[src/rtl/snake_pkg.sv]
// ---------------------------------------------------------------------------
// snake_pkg
// Shared definitions for the snake body store:
//   - direction codes (LEFT/RIGHT/UP/DOWN) as carried on the 2-bit dir bus
//   - step sequencer state encoding
//   - opposite_dir(): the direction that would fold the snake onto itself
// ---------------------------------------------------------------------------
package snake_pkg;

    localparam logic [1:0] DIR_LEFT  = 2'd0;
    localparam logic [1:0] DIR_RIGHT = 2'd1;
    localparam logic [1:0] DIR_UP    = 2'd2;
    localparam logic [1:0] DIR_DOWN  = 2'd3;

    typedef enum logic [1:0] {
        ST_IDLE   = 2'd0,
        ST_CHECK  = 2'd1,
        ST_COMMIT = 2'd2
    } state_t;

    function automatic logic [1:0] opposite_dir(input logic [1:0] d);
        logic [1:0] r;
        r = DIR_RIGHT;
        case (d)
            DIR_LEFT:  r = DIR_RIGHT;
            DIR_RIGHT: r = DIR_LEFT;
            DIR_UP:    r = DIR_DOWN;
            default:   r = DIR_UP;
        endcase
        return r;
    endfunction

endpackage

[src/rtl/snake_next_head.sv]
// ---------------------------------------------------------------------------
// snake_next_head
// Combinational next-cell calculator. Moves the head one cell in eff_dir and
// flags a wall hit when that move would leave the 0..X_MAX / 0..Y_MAX field.
// On a wall hit next_x/next_y simply repeat the current head.
// Ports:
//   head_x, head_y   current head cell
//   eff_dir          filtered direction of travel
//   next_x, next_y   candidate new head cell
//   wall             move would leave the playing field
// ---------------------------------------------------------------------------
module snake_next_head
    import snake_pkg::*;
#(
    parameter int X_W   = 8,
    parameter int Y_W   = 7,
    parameter int X_MAX = 159,
    parameter int Y_MAX = 119
) (
    input  logic [X_W-1:0] head_x,
    input  logic [Y_W-1:0] head_y,
    input  logic [1:0]     eff_dir,
    output logic [X_W-1:0] next_x,
    output logic [Y_W-1:0] next_y,
    output logic           wall
);

    always_comb begin
        next_x = head_x;
        next_y = head_y;
        wall   = 1'b0;
        case (eff_dir)
            DIR_LEFT: begin
                if (head_x == '0) wall = 1'b1;
                else              next_x = head_x - X_W'(1);
            end
            DIR_RIGHT: begin
                if (head_x == X_W'(X_MAX)) wall = 1'b1;
                else                       next_x = head_x + X_W'(1);
            end
            DIR_UP: begin
                if (head_y == '0) wall = 1'b1;
                else              next_y = head_y - Y_W'(1);
            end
            default: begin
                if (head_y == Y_W'(Y_MAX)) wall = 1'b1;
                else                       next_y = head_y + Y_W'(1);
            end
        endcase
    end

endmodule

[src/rtl/snake_body_ring.sv]
// ---------------------------------------------------------------------------
// snake_body_ring
// Snake body kept as a circular buffer of cells (tail_ptr = oldest,
// head_ptr = newest). A step is accepted in IDLE, its next head is computed
// and wall-checked, then CHECK walks the body one stored cell per cycle
// looking for a self collision, and COMMIT applies the move in one cycle.
// Ports:
//   clk, resetn          clock, synchronous active-low reset
//   step, grow, dir      move request (grow keeps the tail), direction
//   clear                synchronous restart, same as reset
//   busy, done           step in flight / one-cycle completion pulse
//   head_x, head_y       current head cell
//   erase_valid/x/y      tail cell vacated by the last step (pulse with done)
//   hit_wall, hit_self   sticky collision flags, cleared only by reset/clear
//   length               current segment count
// ---------------------------------------------------------------------------
module snake_body_ring
    import snake_pkg::*;
#(
    parameter int X_W     = 8,
    parameter int Y_W     = 7,
    parameter int MAX_LEN = 128,
    parameter int X_MAX   = 159,
    parameter int Y_MAX   = 119,
    parameter int INIT_X  = 0,
    parameter int INIT_Y  = 0
) (
    input  logic                       clk,
    input  logic                       resetn,
    input  logic                       step,
    input  logic                       grow,
    input  logic [1:0]                 dir,
    input  logic                       clear,
    output logic                       busy,
    output logic                       done,
    output logic [X_W-1:0]             head_x,
    output logic [Y_W-1:0]             head_y,
    output logic                       erase_valid,
    output logic [X_W-1:0]             erase_x,
    output logic [Y_W-1:0]             erase_y,
    output logic                       hit_wall,
    output logic                       hit_self,
    output logic [$clog2(MAX_LEN):0]   length
);

    localparam int PW = $clog2(MAX_LEN);
    localparam int LW = PW + 1;
    localparam int EW = X_W + Y_W;

    // body storage: each entry is {x, y}
    logic [EW-1:0] mem [MAX_LEN];
    logic [EW-1:0] rd_data_reg;
    logic [PW-1:0] rd_addr;
    logic          wr_en;
    logic [PW-1:0] wr_addr;
    logic [EW-1:0] wr_data;

    state_t        state_reg, state_next;

    logic [PW-1:0]  head_ptr_reg, tail_ptr_reg;
    logic [LW-1:0]  length_reg;
    logic [X_W-1:0] head_x_reg, erase_x_reg, nx_reg;
    logic [Y_W-1:0] head_y_reg, erase_y_reg, ny_reg;
    logic [1:0]     last_dir_reg, dir_pend_reg;
    logic           hit_wall_reg, hit_self_reg;
    logic           done_reg, erase_valid_reg;
    logic           wall_pend_reg, self_pend_reg, grow_pend_reg;
    logic [PW-1:0]  scan_ptr_reg;
    logic [LW-1:0]  scan_cnt_reg;

    logic           restart;
    logic [1:0]     eff_dir;
    logic [X_W-1:0] nh_x;
    logic [Y_W-1:0] nh_y;
    logic           nh_wall;
    logic           grow_eff;
    logic [LW-1:0]  scan_n;
    logic [PW-1:0]  scan_first;
    logic           accept;
    logic           self_match;
    logic           scan_last;
    logic           commit_ok;

    assign restart = !resetn || clear;

    // a reversal would fold the head into its own neck; only a 1-cell
    // snake is allowed to turn around
    assign eff_dir = ((length_reg > LW'(1)) && (dir == opposite_dir(last_dir_reg)))
                     ? last_dir_reg : dir;

    snake_next_head #(
        .X_W   (X_W),
        .Y_W   (Y_W),
        .X_MAX (X_MAX),
        .Y_MAX (Y_MAX)
    ) u_next_head (
        .head_x  (head_x_reg),
        .head_y  (head_y_reg),
        .eff_dir (eff_dir),
        .next_x  (nh_x),
        .next_y  (nh_y),
        .wall    (nh_wall)
    );

    // a grow at full length degenerates to a plain move
    assign grow_eff = grow && (length_reg < LW'(MAX_LEN));
    // on a plain move the tail cell is vacated, so the scan skips it and
    // starts at the second-oldest cell
    assign scan_n     = grow_eff ? length_reg : (length_reg - LW'(1));
    assign scan_first = grow_eff ? tail_ptr_reg : (tail_ptr_reg + PW'(1));

    assign accept     = (state_reg == ST_IDLE) && step && !hit_wall_reg && !hit_self_reg;
    assign self_match = (rd_data_reg == {nx_reg, ny_reg});
    assign scan_last  = (scan_cnt_reg == LW'(1));
    assign commit_ok  = (state_reg == ST_COMMIT) && !wall_pend_reg && !self_pend_reg;

    // Sequencer and read-address steering. The memory read is registered,
    // so the address presented in a cycle is the entry seen in the next.
    // The cycle before COMMIT always addresses the tail so its old value is
    // available for the erase report.
    always_comb begin
        state_next = state_reg;
        rd_addr    = tail_ptr_reg;
        case (state_reg)
            ST_IDLE: begin
                if (accept) begin
                    if (nh_wall || (scan_n == '0)) begin
                        state_next = ST_COMMIT;
                    end else begin
                        state_next = ST_CHECK;
                        rd_addr    = scan_first;
                    end
                end
            end
            ST_CHECK: begin
                if (self_match || scan_last) begin
                    state_next = ST_COMMIT;
                end else begin
                    rd_addr = scan_ptr_reg + PW'(1);
                end
            end
            ST_COMMIT: state_next = ST_IDLE;
            default:   state_next = ST_IDLE;
        endcase
    end

    // restart seeds entry 0 with the start cell; otherwise COMMIT appends
    always_comb begin
        wr_en   = restart || commit_ok;
        wr_addr = restart ? '0 : (head_ptr_reg + PW'(1));
        wr_data = restart ? {X_W'(INIT_X), Y_W'(INIT_Y)} : {nx_reg, ny_reg};
    end

    always_ff @(posedge clk) begin
        if (wr_en) mem[wr_addr] <= wr_data;
        rd_data_reg <= mem[rd_addr];
    end

    always_ff @(posedge clk) begin
        if (restart) begin
            state_reg       <= ST_IDLE;
            head_ptr_reg    <= '0;
            tail_ptr_reg    <= '0;
            length_reg      <= LW'(1);
            head_x_reg      <= X_W'(INIT_X);
            head_y_reg      <= Y_W'(INIT_Y);
            last_dir_reg    <= DIR_RIGHT;
            hit_wall_reg    <= 1'b0;
            hit_self_reg    <= 1'b0;
            done_reg        <= 1'b0;
            erase_valid_reg <= 1'b0;
            erase_x_reg     <= '0;
            erase_y_reg     <= '0;
            nx_reg          <= '0;
            ny_reg          <= '0;
            wall_pend_reg   <= 1'b0;
            self_pend_reg   <= 1'b0;
            grow_pend_reg   <= 1'b0;
            dir_pend_reg    <= DIR_RIGHT;
            scan_ptr_reg    <= '0;
            scan_cnt_reg    <= '0;
        end else begin
            state_reg       <= state_next;
            done_reg        <= 1'b0;
            erase_valid_reg <= 1'b0;
            case (state_reg)
                ST_IDLE: begin
                    if (accept) begin
                        nx_reg        <= nh_x;
                        ny_reg        <= nh_y;
                        wall_pend_reg <= nh_wall;
                        self_pend_reg <= 1'b0;
                        grow_pend_reg <= grow_eff;
                        dir_pend_reg  <= eff_dir;
                        scan_ptr_reg  <= scan_first;
                        scan_cnt_reg  <= scan_n;
                    end
                end
                ST_CHECK: begin
                    if (self_match) self_pend_reg <= 1'b1;
                    scan_ptr_reg <= scan_ptr_reg + PW'(1);
                    scan_cnt_reg <= scan_cnt_reg - LW'(1);
                end
                ST_COMMIT: begin
                    done_reg <= 1'b1;
                    if (wall_pend_reg) begin
                        hit_wall_reg <= 1'b1;
                    end else if (self_pend_reg) begin
                        hit_self_reg <= 1'b1;
                    end else begin
                        head_ptr_reg <= head_ptr_reg + PW'(1);
                        head_x_reg   <= nx_reg;
                        head_y_reg   <= ny_reg;
                        last_dir_reg <= dir_pend_reg;
                        if (grow_pend_reg) begin
                            length_reg <= length_reg + LW'(1);
                        end else begin
                            erase_x_reg     <= rd_data_reg[EW-1:Y_W];
                            erase_y_reg     <= rd_data_reg[Y_W-1:0];
                            erase_valid_reg <= 1'b1;
                            tail_ptr_reg    <= tail_ptr_reg + PW'(1);
                        end
                    end
                end
                default: ;
            endcase
        end
    end

    assign busy        = (state_reg != ST_IDLE);
    assign done        = done_reg;
    assign head_x      = head_x_reg;
    assign head_y      = head_y_reg;
    assign erase_valid = erase_valid_reg;
    assign erase_x     = erase_x_reg;
    assign erase_y     = erase_y_reg;
    assign hit_wall    = hit_wall_reg;
    assign hit_self    = hit_self_reg;
    assign length      = length_reg;

endmodule

[config.mk]
export PLATFORM = sky130hd
export DESIGN_NAME = snake_body_ring
export DESIGN_NICKNAME = d
export VERILOG_FILES = /design/src/rtl/snake_pkg.sv /design/src/rtl/snake_next_head.sv /design/src/rtl/snake_body_ring.sv
export SDC_FILE = /design/constraint.sdc
export NUM_CORES = 2
export LEC_CHECK = 0
export ABC_CLOCK_PERIOD_IN_PS = 12700
export BUFFER_PORTS_ARGS = -buffer_cell sky130_fd_sc_hd__buf_2
export CORE_MARGIN = 2
export CORE_UTILIZATION = 45
export DETAILED_ROUTE_END_ITERATION = 16
export PLACE_DENSITY = 0.62
export SLEW_MARGIN = 25
export SYNTH_ARGS = -nofsm -noshare
export SYNTH_HDL_FRONTEND = slang
export SYNTH_SLANG_ARGS = --single-unit
[constraint.sdc]
create_clock -name clk -period 12.7 [get_ports clk]
set_clock_uncertainty 0.15 [all_clocks]
set_input_delay 0.635 -clock clk [delete_from_list [all_inputs] [get_ports clk]]
set_output_delay 0.635 -clock clk [all_outputs]
set_load 0.1 [all_outputs]
# Yosys cells after proc, flatten, opt, wreduce, memory -nomap -nowiden

Memory sizes are Yosys's and may differ from the RTL's. A register that Yosys moved wholly into a read port is not among the register bits.
Cells that the tools add are included.

Bits in registers: 95
Output and inout port bits: 43
Input port bits: 7
Memories kept: 1
RAM bits: 1,920
Word-level logic and storage cells: 123

Memories:

| name | depth | bits a word | rd ports | clocked after memory_dff | wr ports | RTL line              | RTL |
|---|---|---|---|---|---|---|---|
| mem  | 128   | 15          | 1        | 1                        | 1        | snake_body_ring.sv:51 | `logic [EW-1:0] mem [MAX_LEN];` |

Multiplexer cells: 36
Bitwise gates (word level): 4
$add $sub $neg: 10
Order comparisons: 2
Reduce and logical (&&, ||, !) cells: 35
Equality and inequality tests: 14

Operator list:

| operator                                                                        | count |
|---|---|
| 7-bit two-way mux                                                               | 8 |
| 7-bit one-hot mux with 2 select lines                                           | 3 |
| 8-bit two-way mux                                                               | 4 |
| 8-bit one-hot mux with 2 select lines                                           | 2 |
| 7-bit by 1-bit adder with 7-bit output, second input constant                   | 4 |
| 8-bit by 1-bit subtractor with 8-bit output, second input constant              | 3 |
| 8-bit by 1-bit adder with 8-bit output, second input constant                   | 2 |
| 8-bit zero test                                                                 | 2 |
| 15-bit equality test                                                            | 1 |
| 15-bit two-way mux                                                              | 1 |
| 1-bit two-way mux                                                               | 10 |
| 3-bit AND reduction                                                             | 3 |
| 8-bit by 1-bit equality test with 1-bit output, second input constant           | 1 |
| 8-bit equality test, second input constant                                      | 1 |
| 8-bit by 1-bit greater-than comparator with 1-bit output, second input constant | 1 |
| 8-bit < comparator, second input constant                                       | 1 |
| 2-bit two-way mux                                                               | 4 |
| 2-bit AND reduction                                                             | 4 |
| 4-bit AND reduction                                                             | 2 |
| 7-bit equality test, second input constant                                      | 1 |
| 1-bit logical AND                                                               | 7 |
| 7-bit zero test                                                                 | 1 |
| 7-bit by 1-bit subtractor with 7-bit output, second input constant              | 1 |
| 2-bit by 1-bit equality test with 1-bit output, second input constant           | 3 |
| other kinds (14)                                                                | 31 |

# Logic depth before layout (Yosys ltp)

Depth after elaboration: 11
Mapped depth: 21
Depth with buffers taken out: 14

# Modules after synthesis

A second synthesis with hierarchy kept.

Cells, all modules: 5,467
Area total of the unflattened synthesis: 82,137.5 sq um

By module, submodules not included:

| module          | cells each | instances | area each (sq um) |
|---|---|---|---|
| snake_body_ring | 5,332      | 1         | 81,224.2 |
| snake_next_head | 135        | 1         | 913.4 |

# Least setup slack after synthesis

No wires, ideal clock.

Path type: register to register
From: reg length_reg[0], in the netlist length[0]
To: reg rd_data_reg[10], read port of mem
Arrival time: 4.484 ns
Setup time: 0.119 ns
Path buffers: 6
Data required time: 12.431 ns
Stages on the path, launching flop included: 21
Period minus slack after synthesis: 4.753 ns
Path slack: 7.947 ns
Path through: dfxtp_1 > buf_2 > inv_1 > ha_1 > o21bai_1 > o31ai_4 > mux2i_2 > o22ai_4 > and3_1 > buf_6 > a211o_1 > buf_6 > buf_12 > buf_12 > buf_4 > a211oi_1 > nor4_1 > a2111oi_0 > nand3_1 > nand3_1 > nor3_1

Cells in the longest elaborated chain, start to end: 9
Elaborated cells between the ends (all ways): 17

RTL lines:

| what                                                     | RTL line               | RTL |
|---|---|---|
| start, declared                                          | snake_body_ring.sv:61  | `logic [LW-1:0] length_reg;` |
| start signal, assigned                                   | snake_body_ring.sv:216 | `length_reg <= length_reg + LW'(1);` |
| 8-bit by 1-bit greater-than comparator with 1-bit output | snake_body_ring.sv:88  | `assign eff_dir = ((length_reg > LW'(1)) && (dir == opposite_dir(last_dir_reg)))` |
| 1-bit logical AND                                        | snake_body_ring.sv:88  |  |
| 2-bit two-way mux                                        | snake_body_ring.sv:89  | `? last_dir_reg : dir;` |
| 2-bit equality test, or another cell as far along        | snake_next_head.sv:32  | `case (eff_dir)` |
| 1-bit one-hot mux with 3 select lines                    | snake_next_head.sv:32  |  |
| 1-bit logical OR                                         | snake_body_ring.sv:127 | `if (nh_wall \|\| (scan_n == '0)) begin` |
| 7-bit two-way mux *                                      | snake_body_ring.sv:127 |  |
| 7-bit two-way mux *                                      | snake_body_ring.sv:126 | `if (accept) begin` |
| 7-bit one-hot mux with 2 select lines *                  | snake_body_ring.sv:124 | `case (state_reg)` |
| end, declared                                            | snake_body_ring.sv:52  | `logic [EW-1:0] rd_data_reg;` |

Mark *: on every way between the ends. The rest lies on a longest branch, timed or not.
A chain may end at the register's enable or synchronous reset.

# Worst setup path in the final report

From: reg length_reg[3], in the netlist length[3]
To: reg rd_data_reg[1], read port of mem

The elaborated chain is that of the path after synthesis.

==> results.sh <==
export IMPL_crit_path_to="rd_data_reg[1]"
export IMPL_vdd_drop_max_mv=0.128
export IMPL_share_of_power_burned_in_the_clock_network=0.422
export IMPL_cts_max_path_buffers=3
export IMPL_total_leakage_power_uw=0.0311
export IMPL_cts_max_level=4
export IMPL_power_switching_share=0.219
export IMPL_viasPerCell=6.08
export IMPL_finalPower_uw=13700
export IMPL_yosys_cell_types_count=87
export IMPL_number_of_enable_flip_flop_cells_after_synthesis=1920
export IMPL_gr_usage_all_layers=0.243
export IMPL_fp_dieW_um=429
export IMPL_outcome="complete, no violations"
export IMPL_postSynthCellCount=5686
export IMPL_via_count=50335
export IMPL_cts_made_buffers=203
export IMPL_fill_cells=14984
export IMPL_multiInputGateArea_mm2=0.0199
export IMPL_first_pass_grt_wire_length_mm=331
export IMPL_yosysTopAreaCellShare=0.708
export IMPL_grt_remaining_overflow=0
export IMPL_cts_reportedPaths_clkPinSlew_ps=60
export IMPL_synth_most_common_cell="sky130_fd_sc_hd__edfxtp_1"
export IMPL_postSynthRegisterBits=2030
export IMPL_clock_sinks=2030
export IMPL_slew_headroom=0.239
export IMPL_firstDrtPassIters=6
export IMPL_final_min_period_over_clock_period=0.572
export IMPL_worstPathMaxFanout=141
export IMPL_fp_dieArea_mm2=0.184
export IMPL_die_height_um=429
export IMPL_root_buffer="sky130_fd_sc_hd__clkbuf_16"
export IMPL_r2r_setup_slack_ps=5440
export IMPL_max_clock_freq_mhz=138
export IMPL_clock_tree_from_tritoncts="done"
export IMPL_antenna_violations_before_repair=5
export IMPL_finalWirelength_mm=227
export IMPL_timing_rr_start="length[3]"
export IMPL_synth_fp_nets=5707
export IMPL_dpl_hpwl_mm=130
export IMPL_synth_cells_most_frequent="sky130_fd_sc_hd__edfxtp_1, sky130_fd_sc_hd__nand2_1, sky130_fd_sc_hd__a21oi_1"
export IMPL_synthesis_yosys_warnings=0
export IMPL_postSynth_topFlopCell="sky130_fd_sc_hd__edfxtp_1"
export IMPL_placer_s_final_routability_congestion_estimate=0.875
export IMPL_timing_critical_path_from_type="flop"
export IMPL_setup_tns_final_ps=0
export IMPL_dp_cells=7911
export IMPL_timing_final_max_slew_violations=0
export IMPL_syn_area_mm2=0.0814
export IMPL_worst_ep_arrival_time_ps=7750
export IMPL_finalNonFillerCells=8285
export IMPL_core_mm2=0.180
export IMPL_power_report_internal_total_uw=10700
export IMPL_power_frac_comb=0.048
export IMPL_cap_viol_max_count=0
export IMPL_whs_path_cells=3
export IMPL_maximum_number_of_pins_on_one_net_before_global_route_repair=142
export IMPL_required_ps=13180
export IMPL_final_period_minus_worst_setup_slack_ps=7260
export IMPL_worstMarginPinSlew_ps=1140
export IMPL_floorplan_initialDensity=0.452
export IMPL_power_share_sequential=0.531
export IMPL_areaGrowthSynthToFinish_pct=11.9
export IMPL_dr_first_iter_drc_count=6991
export IMPL_power_switching_uw=3000
export IMPL_crit_type="reg -> reg"
export IMPL_r2r_end="rd_data_reg[1]"
export IMPL_rows=156
export IMPL_cellPowerDensity_mw_per_mm2=150
export IMPL_pin_count=50
export IMPL_post_layout_nets=5770
export IMPL_layout_drive_gt1_share=0.126
export IMPL_synth_seq_area_share=0.735
export IMPL_synth_area_leaders="sky130_fd_sc_hd__edfxtp_1, sky130_fd_sc_hd__nand2_1, sky130_fd_sc_hd__mux4_2, sky130_fd_sc_hd__dfxtp_1, sky130_fd_sc_hd__a21oi_1"
export IMPL_worst_r2r_path_depth=14
export IMPL_register_area_mm2=0.0599
export IMPL_drc=0
export IMPL_finalSetupViolCount=0
export IMPL_endpoint_kind="flop"
export IMPL_clk_insertion_delay_late_ps=840
export IMPL_post_synthesis_area_per_instance_um2=14.3
export IMPL_synth_async_sr_flop_share=0
export IMPL_setup_repair_after_global_routing_missed_its_margin="false"
export IMPL_cp_startpoint="length[3]"
export IMPL_hp_class="in -> reg"
export IMPL_first_global_vias=47180
export IMPL_routedWlPerCell_um=27.4
export IMPL_cts_resized_gates=0
export IMPL_largest_register_ffs=1920
export IMPL_synth_top_cell_by_area="sky130_fd_sc_hd__edfxtp_1"
export IMPL_detail_route_antenna_nets=0
export IMPL_io_buffers=49
export IMPL_finalHoldViolCount=0
-- per-stage QoR --
step	area (um2)	hold WS, ps	util	setup WS (ps)
2_1_floorplan	81400	282	-	7950
3_3_place_gp	84600	293	0.470	5590
3_5_place_dp	84700	296	0.470	5520
4_1_cts	91000	10.1	0.505	5500
5_1_grt	91100	49.7	0.506	5180
6_report	91100	67.9	0.506	5440
-- cell usage in the layout (no fill, tap or decap), types with 70 or more instances in the layout --
cell type | synthesis | routed
sky130_fd_sc_hd__a21oi_1 | 401 | 400
sky130_fd_sc_hd__mux2i_1 | 99 | 98
sky130_fd_sc_hd__a22oi_1 | 188 | 188
sky130_fd_sc_hd__dfxtp_1 | 110 | 110
sky130_fd_sc_hd__a32oi_1 | 87 | 87
sky130_fd_sc_hd__edfxtp_1 | 1920 | 1920
sky130_fd_sc_hd__clkbuf_16 | 0 | 208
sky130_fd_sc_hd__mux4_2 | 131 | 131
sky130_fd_sc_hd__nor2_1 | 226 | 187
sky130_fd_sc_hd__nand3_1 | 341 | 341
sky130_fd_sc_hd__nor3_1 | 76 | 70
sky130_fd_sc_hd__buf_4 | 26 | 176
sky130_fd_sc_hd__nand2_1 | 1103 | 1103
-- power groups by stage --
| stage | sequential, uW | clock [uW] | combinational [uW] |
|---|---|---|---|
| after CTS | 7270 | 5830 | 647 |
| final | 7270 | 5770 | 651 |
| after floorplan | 7400 | 0 | 439 |
| after global routing | 7260 | 6100 | 695 |
| after detailed placement | 7410 | 0 | 645 |
| after global placement | 7410 | 0 | 640 |
-- cells by family (layout without fill, tap and decap cells) --
group / count (synthesis) / after routing / share of synthesized area
other: 0 / 4 / 0
adders and majority gates: 14 / 14 / 0.00215
muxes: 240 / 240 / 0.0508
DFF: 2030 / 2030 / 0.735
xor gates and xnor gates: 61 / 61 / 0.00656
and+or+nand+nor: 1941 / 1941 / 0.103
buffers and inverters: 440 / 665 / 0.0246
AOI/OAI and AO/OA: 960 / 960 / 0.0777
-- timing repair --
| item | 4_1_cts | 5_1_grt |
|---|---|---|
| endpoints found under the hold margin | 1 | 0 |
| buffers inserted | 0 | 0 |
| hold buffers | 1 | 0 |
-- metal layers --
layer | routed length [um] | up-vias | track usage
met2 | 101000 | 2661 | 0.360
met1 | 95100 | 25495 | 0.363
li1 | - | 21824 | -
met4 | 7210 | 2 | 0.0757
met5 | 13 | - | 0
met3 | 23300 | 353 | 0.0458
-- how the worst min path moves through the flow --
stage	start	end
after floorplan	dir_pend_reg[1]	last_dir_reg[1]
after global placement	erase_y[2]	erase_y[2]
after detailed placement	erase_x[6]	erase_x[6]
after CTS	clear	head_ptr_reg[6]
after global routing	clear	head_ptr_reg[6]
final	clear	head_ptr_reg[6]
-- worst max-delay path: stages, from the launching register on --
cell	delay, ps
sky130_fd_sc_hd__dfxtp_1	430
sky130_fd_sc_hd__or4_4	640
sky130_fd_sc_hd__o311ai_0	500
sky130_fd_sc_hd__a32oi_1	200
sky130_fd_sc_hd__o22a_1	340
sky130_fd_sc_hd__o21ai_4	720
sky130_fd_sc_hd__and3_4	550
sky130_fd_sc_hd__buf_12	500
sky130_fd_sc_hd__buf_4	680
sky130_fd_sc_hd__a21oi_1	150
sky130_fd_sc_hd__a22oi_1	230
sky130_fd_sc_hd__a22oi_1	130
sky130_fd_sc_hd__a21oi_1	490
sky130_fd_sc_hd__nor3_1	310
sky130_fd_sc_hd__nor3_1	870
-- cell type report --
class                           count  area share
Multi-Input combinational cell   3216       0.218
Clock buffer                      261      0.0597
Sequential cell                  2030       0.657
Clock inverter                    106     0.00966
Antenna cell                        4    0.000110
Tap cell                         2370      0.0326
Timing Repair Buffer              243      0.0205
Inverter                           55     0.00227
Note: power is estimated with default switching activity, not from simulation.
